### src/rtl/mstage_lsu.sv
// Memory-stage load/store unit: takes one X->M op at a time, issues at most one
// word-aligned memory request for it, and hands the extended result to the W stage.
module mstage_lsu #(
    parameter int ADDR_W    = 32,
    parameter int DATA_W    = 32,
    parameter bit CHK_ALIGN = 1'b1
) (
    input  logic              clk,
    input  logic              rst,
    input  logic              s_valid,
    output logic              s_ready,
    input  logic              mvalidM,
    input  logic              mwenM,
    input  logic [7:0]        mwmaskM,
    input  logic [2:0]        mrtypeM,
    input  logic [ADDR_W-1:0] ALU_resultM,
    input  logic [DATA_W-1:0] src2M,
    input  logic [4:0]        rdM,
    output logic              mem_req_valid,
    input  logic              mem_req_ready,
    output logic [ADDR_W-1:0] mem_addr,
    output logic              mem_wen,
    output logic [DATA_W-1:0] mem_wdata,
    output logic [3:0]        mem_wmask,
    input  logic              mem_resp_valid,
    input  logic [DATA_W-1:0] mem_rdata,
    input  logic              mem_resp_err,
    output logic              m_valid,
    input  logic              m_ready,
    output logic [DATA_W-1:0] resultW,
    output logic [4:0]        rdW,
    output logic              errW
);

    typedef enum logic [1:0] {
        IDLE = 2'd0,
        REQ  = 2'd1,
        RESP = 2'd2,
        DONE = 2'd3
    } state_t;

    state_t state, state_n;

    logic [ADDR_W-1:0] addr_q;
    logic              wen_q;
    logic [3:0]        mask_q;
    logic [2:0]        rtype_q;
    logic [DATA_W-1:0] src2_q;
    logic              misalign;
    logic              accept;
    logic              unused_mask_hi;

    // Byte lanes above the 32-bit word are never addressed.
    assign unused_mask_hi = ^mwmaskM[7:4];

    // Shift the addressed byte/half down to lane 0, then sign- or zero-extend.
    function automatic logic [DATA_W-1:0] load_ext(input logic [DATA_W-1:0] rdata,
                                                   input logic [1:0]        off,
                                                   input logic [2:0]        rtype);
        logic [DATA_W-1:0]        sh;
        logic signed [7:0]        b8;
        logic signed [15:0]       h16;
        logic signed [DATA_W-1:0] ext;
        sh  = rdata >> {off, 3'b000};
        b8  = sh[7:0];
        h16 = sh[15:0];
        case (rtype)
            3'd0:    ext = DATA_W'(b8);
            3'd1:    ext = DATA_W'(h16);
            3'd4:    ext = $signed(DATA_W'(sh[7:0]));
            3'd5:    ext = $signed(DATA_W'(sh[15:0]));
            default: ext = $signed(sh);
        endcase
        return ext;
    endfunction

    always_comb begin
        misalign = 1'b0;
        if (CHK_ALIGN && mvalidM) begin
            if (mwenM) begin
                misalign = (mwmaskM[3:0] == 4'hF) && (ALU_resultM[1:0] != 2'b00);
            end else begin
                case (mrtypeM)
                    3'd0, 3'd4: misalign = 1'b0;
                    3'd1, 3'd5: misalign = ALU_resultM[0];
                    default:    misalign = (ALU_resultM[1:0] != 2'b00);
                endcase
            end
        end
    end

    assign accept = (state == IDLE) && s_valid;

    always_ff @(posedge clk or negedge rst) begin
        if (!rst) begin
            state <= IDLE;
        end else begin
            state <= state_n;
        end
    end

    always_comb begin
        state_n       = state;
        s_ready       = 1'b0;
        mem_req_valid = 1'b0;
        m_valid       = 1'b0;
        case (state)
            IDLE: begin
                s_ready = 1'b1;
                if (s_valid) begin
                    state_n = (!mvalidM || misalign) ? DONE : REQ;
                end
            end
            REQ: begin
                mem_req_valid = 1'b1;
                if (mem_req_ready) state_n = RESP;
            end
            RESP: begin
                if (mem_resp_valid) state_n = DONE;
            end
            DONE: begin
                m_valid = 1'b1;
                if (m_ready) state_n = IDLE;
            end
            default: state_n = IDLE;
        endcase
    end

    // Latched op: only meaningful while an op is in flight, so no reset.
    always_ff @(posedge clk) begin
        if (accept) begin
            addr_q  <= ALU_resultM;
            wen_q   <= mwenM;
            mask_q  <= mwmaskM[3:0];
            rtype_q <= mrtypeM;
            src2_q  <= src2M;
        end
    end

    assign mem_addr  = {addr_q[ADDR_W-1:2], 2'b00};
    assign mem_wen   = wen_q;
    assign mem_wdata = src2_q << {addr_q[1:0], 3'b000};
    assign mem_wmask = mask_q << addr_q[1:0];

    // W-stage result registers.
    always_ff @(posedge clk or negedge rst) begin
        if (!rst) begin
            resultW <= '0;
            rdW     <= '0;
            errW    <= 1'b0;
        end else if (accept) begin
            rdW <= rdM;
            if (!mvalidM) begin
                resultW <= DATA_W'(ALU_resultM);
                errW    <= 1'b0;
            end else if (misalign) begin
                resultW <= '0;
                errW    <= 1'b1;
            end
        end else if (state == RESP && mem_resp_valid) begin
            errW    <= mem_resp_err;
            resultW <= wen_q ? DATA_W'(addr_q) : load_ext(mem_rdata, addr_q[1:0], rtype_q);
        end
    end

endmodule
### config.mk
export PLATFORM = sky130hd
export DESIGN_NAME = mstage_lsu
export DESIGN_NICKNAME = d
export VERILOG_FILES = /design/src/rtl/mstage_lsu.sv
export SDC_FILE = /design/constraint.sdc
export NUM_CORES = 1
export LEC_CHECK = 0
export ABC_AREA = 1
export BUFFER_PORTS_ARGS = -buffer_cell sky130_fd_sc_hd__buf_2
export CORE_MARGIN = 3
export CORE_UTILIZATION = 50
export CTS_CLUSTER_DIAMETER = 80
export CTS_CLUSTER_SIZE = 16
export DETAILED_ROUTE_END_ITERATION = 10
export HOLD_SLACK_MARGIN = 0.12
export MAX_ROUTING_LAYER = met4
export PLACE_DENSITY = 0.87
export SYNTH_ARGS = -nofsm -noshare
export SYNTH_HDL_FRONTEND = slang
export SYNTH_SLANG_ARGS = --single-unit
### constraint.sdc
create_clock -name clk -period 5.05 [get_ports clk]
set_clock_uncertainty 0.1 [all_clocks]
set_input_delay 1.01 -clock clk [delete_from_list [all_inputs] [get_ports clk]]
set_output_delay 1.01 -clock clk [all_outputs]
set_load 0.005 [all_outputs]
==> results.txt <==
status: complete, no violations
Critical R2R Launch: state[1]$_DFFE_PN0P_
H-tree levels: 3
Max clock buf depth: 2
Critical Path Fanout Max: 63
Power Density: 472 nW/um^2
Worst Path Class, Setup: reg -> out
GRT Overall Usage: 25.7%
final WL: 17.2 mm
Detailed Route Iter0 Violations: 444
reg2reg end: resultW[8]$_DFFE_PN0P_
nets: 1041
Placement Setup Slack: 1720 ps
Reg clk slew, reported paths: 80 ps
Resized cells post-CTS: 0
vias: 5593
Clock Latency Late Sink: 350 ps
Sw Share: 37.5%
global-route wire length before repair: 25.6 mm
Gate power share: 38.4%
worst hold slack: 377 ps
root buffer cell: clkbuf_16
hold wc startpoint: resultW[10]$_DFFE_PN0P_
CTS tree: built
hold path depth: 2
Worst Hold Path EP: resultW[10]$_DFFE_PN0P_
Hold Buf Count CTS: 0
clock buffer count from CTS: 9
initial antenna violation count: 1
Pre-Repair DR Iteration Count: 7
I/O pins: 231
register bit total from synthesis: 112
num rows: 39
register area share after synthesis: 52.0%
Final min period: 3230 ps
period utilization: 63.9%
slew margin rel.: 34.1%
maxcap violations: 0
most frequent cell after synthesis: nand2_1
Synth top area share: 35.6%
Worst-Margin Slew: 985 ps
Ys Warns: 0
Die H: 116 um
Hold Crit Class: reg -> reg
Netlist cell types: 30
leak pwr: 3.70 nW
setup TNS: 0 ps
Required @ worst endpoint: 3940 ps
part of the power in the clock network: 20.5%
DP Wirelength: 12.1 mm
RSZ-0062 raised after global routing: no
setup ws final: 1820 ps
Final Hold Viols: 0
overall die width: 116 um
share of cells above drive strength 1: 27.3%
core area: 11700 sq um
top cell type by total area after synthesis: edfxtp_1
Antenna Violating Nets Remaining: 0
most instantiated cells after synthesis: nand2_1 (273), nor2_1 (89), edfxtp_1 (72), a21oi_1 (41), dfrtp_1 (40)
vias per std cell: 5.26
Residual DRC: 0
startpoint types: register
Worst EP arrival: 2120 ps
Layout area overhead: 19.5%
IR drop worst, VDD: 0.305 mV
cells after synthesis: 747
Switch Pwr: 1.28 mW
global route overflow: 0
reg2reg path depth: 10
post-CTS setup buffers: 0
asr flop ratio synth: 35.7%
RD Place Congestion: 0.866
pin count of the biggest net entering global routing: 64
Avg Cell Area, Syn: 8.14 sq um
fmax: 310 MHz
final setup fails: 0
R2R Setup Slk: 2060 ps
EDFF count, synth: 72
Top FF cell, synth: edfxtp_1
Final Max Slew Viols: 0
top post-synthesis cells by area: edfxtp_1 (36%), nand2_1 (17%), dfrtp_1 (16%)
IO Port Bufs: 224
initial core utilization: 52.1%
post-synthesis cell area: 6080 sq um
critical path endpoint category: primary output
Flop pwr share: 41.1%
vias in the first global route: 5283
area of the die: 13500 sq um
WL/cell: 16.1 um
internal power: 2.14 mW
CTS sink cnt: 112
sequential cells by signal, summed over array words and instances (netlist names):
name / count
errW: 1
mem_wen: 1
addr_q: 32
rtype_q: 3
rdW: 5
state: 2
resultW: 32
mask_q: 4
src2_q: 32
worst max-delay path: stages (launching register included):
cell and delay [ps]:
edfxtp_1 410, inv_2 730, o21ai_0 250, a21oi_1 170
a21oi_1 50, buf_2 150
metal layers:
layer  vias up  GRT usage, %  part of all wire, %
met5         -             -                    0
met4         0          10.4                  2.2
met3        28          4.82                  8.5
met2       258          41.7                   49
met1      2568          31.7                   41
li1       2739             -                    -
cell families after synthesis:
group           Yosys count  synth area share [%]
simple gates            409                  26.6
mux                       6                 0.988
other cells               1                0.0617
fa+ha+maj                 5                  1.03
buf+inv                 112                  9.78
flops                   112                  52.0
compound gates          102                  9.49
layout by cell type (no fill, tap or decap):
master      count
o211ai_1        7
o21a_1          1
nor3_1          2
o21ai_0        32
nor2_1         88
o31ai_1         1
bufinv_16       1
ha_1            5
dfrtp_1        40
clkinvlp_4      1
mux2i_1         6
inv_1          35
a21boi_0        1
buf_2         224
nand2_1       273
nand3_4         1
o21bai_1        1
conb_1          2
nand2_2         2
and3_1          1
nand4_1         1
a21oi_1        41
a22oi_1        13
edfxtp_1       72
clkbuf_16       9
o22ai_1         5
buf_4           5
inv_2           3
clkinv_2        2
nand3_1        39
inv_4           1
nand3_2         1
clkbuf_1        3
diode_2         1
nor2_2          1
stage by stage:
stage	util (%)	area (sq um)	total power [mW]	std cells
6_report	62.3	7260	3.43	1064
5_1_grt	62.3	7260	3.67	1064
4_1_cts	62.2	7260	3.44	1063
3_5_place_dp	59.8	6980	2.74	1047
3_3_place_gp	59.8	6980	2.69	1047
2_1_floorplan	-	6080	2.28	748
worst max-delay path by stage:
stage | cells after the start | start | endpoint | slack, ps
2_1_floorplan | 8 | s_valid | resultW[28]$_DFFE_PN0P_ | 1090
3_3_place_gp | 9 | s_valid | resultW[15]$_DFFE_PN0P_ | 1790
3_5_place_dp | 9 | s_valid | resultW[8]$_DFFE_PN0P_ | 1720
4_1_cts | 5 | addr_q[0]$_DFFE_PP_ | mem_wdata[31] | 1790
5_1_grt | 5 | addr_q[0]$_DFFE_PP_ | mem_wdata[27] | 1630
6_report | 5 | addr_q[0]$_DFFE_PP_ | mem_wdata[31] | 1820
cell type report:
| class | instances | area, sq um |
|---|---|---|
| Fill cell | 1013 | 4400 |
| Tap cell | 143 | 179 |
| Timing Repair Buffer | 229 | 1160 |
| Sequential cell | 112 | 3160 |
| Clock buffer | 12 | 236 |
| Multi-Input combinational cell | 524 | 2330 |
| Antenna cell | 1 | 2.50 |
| Clock inverter | 4 | 47.5 |
| Inverter | 39 | 149 |
power groups by stage:
stage               combinational (mW)  clock, mW  sequential, mW
detailed placement                1.32          0            1.42
CTS                               1.32      0.712            1.41
global route                      1.49      0.748            1.44
floorplan                        0.860          0            1.42
finish                            1.32      0.704            1.41
global placement                  1.28          0            1.41
Note: power is estimated with default switching activity, not from simulation.
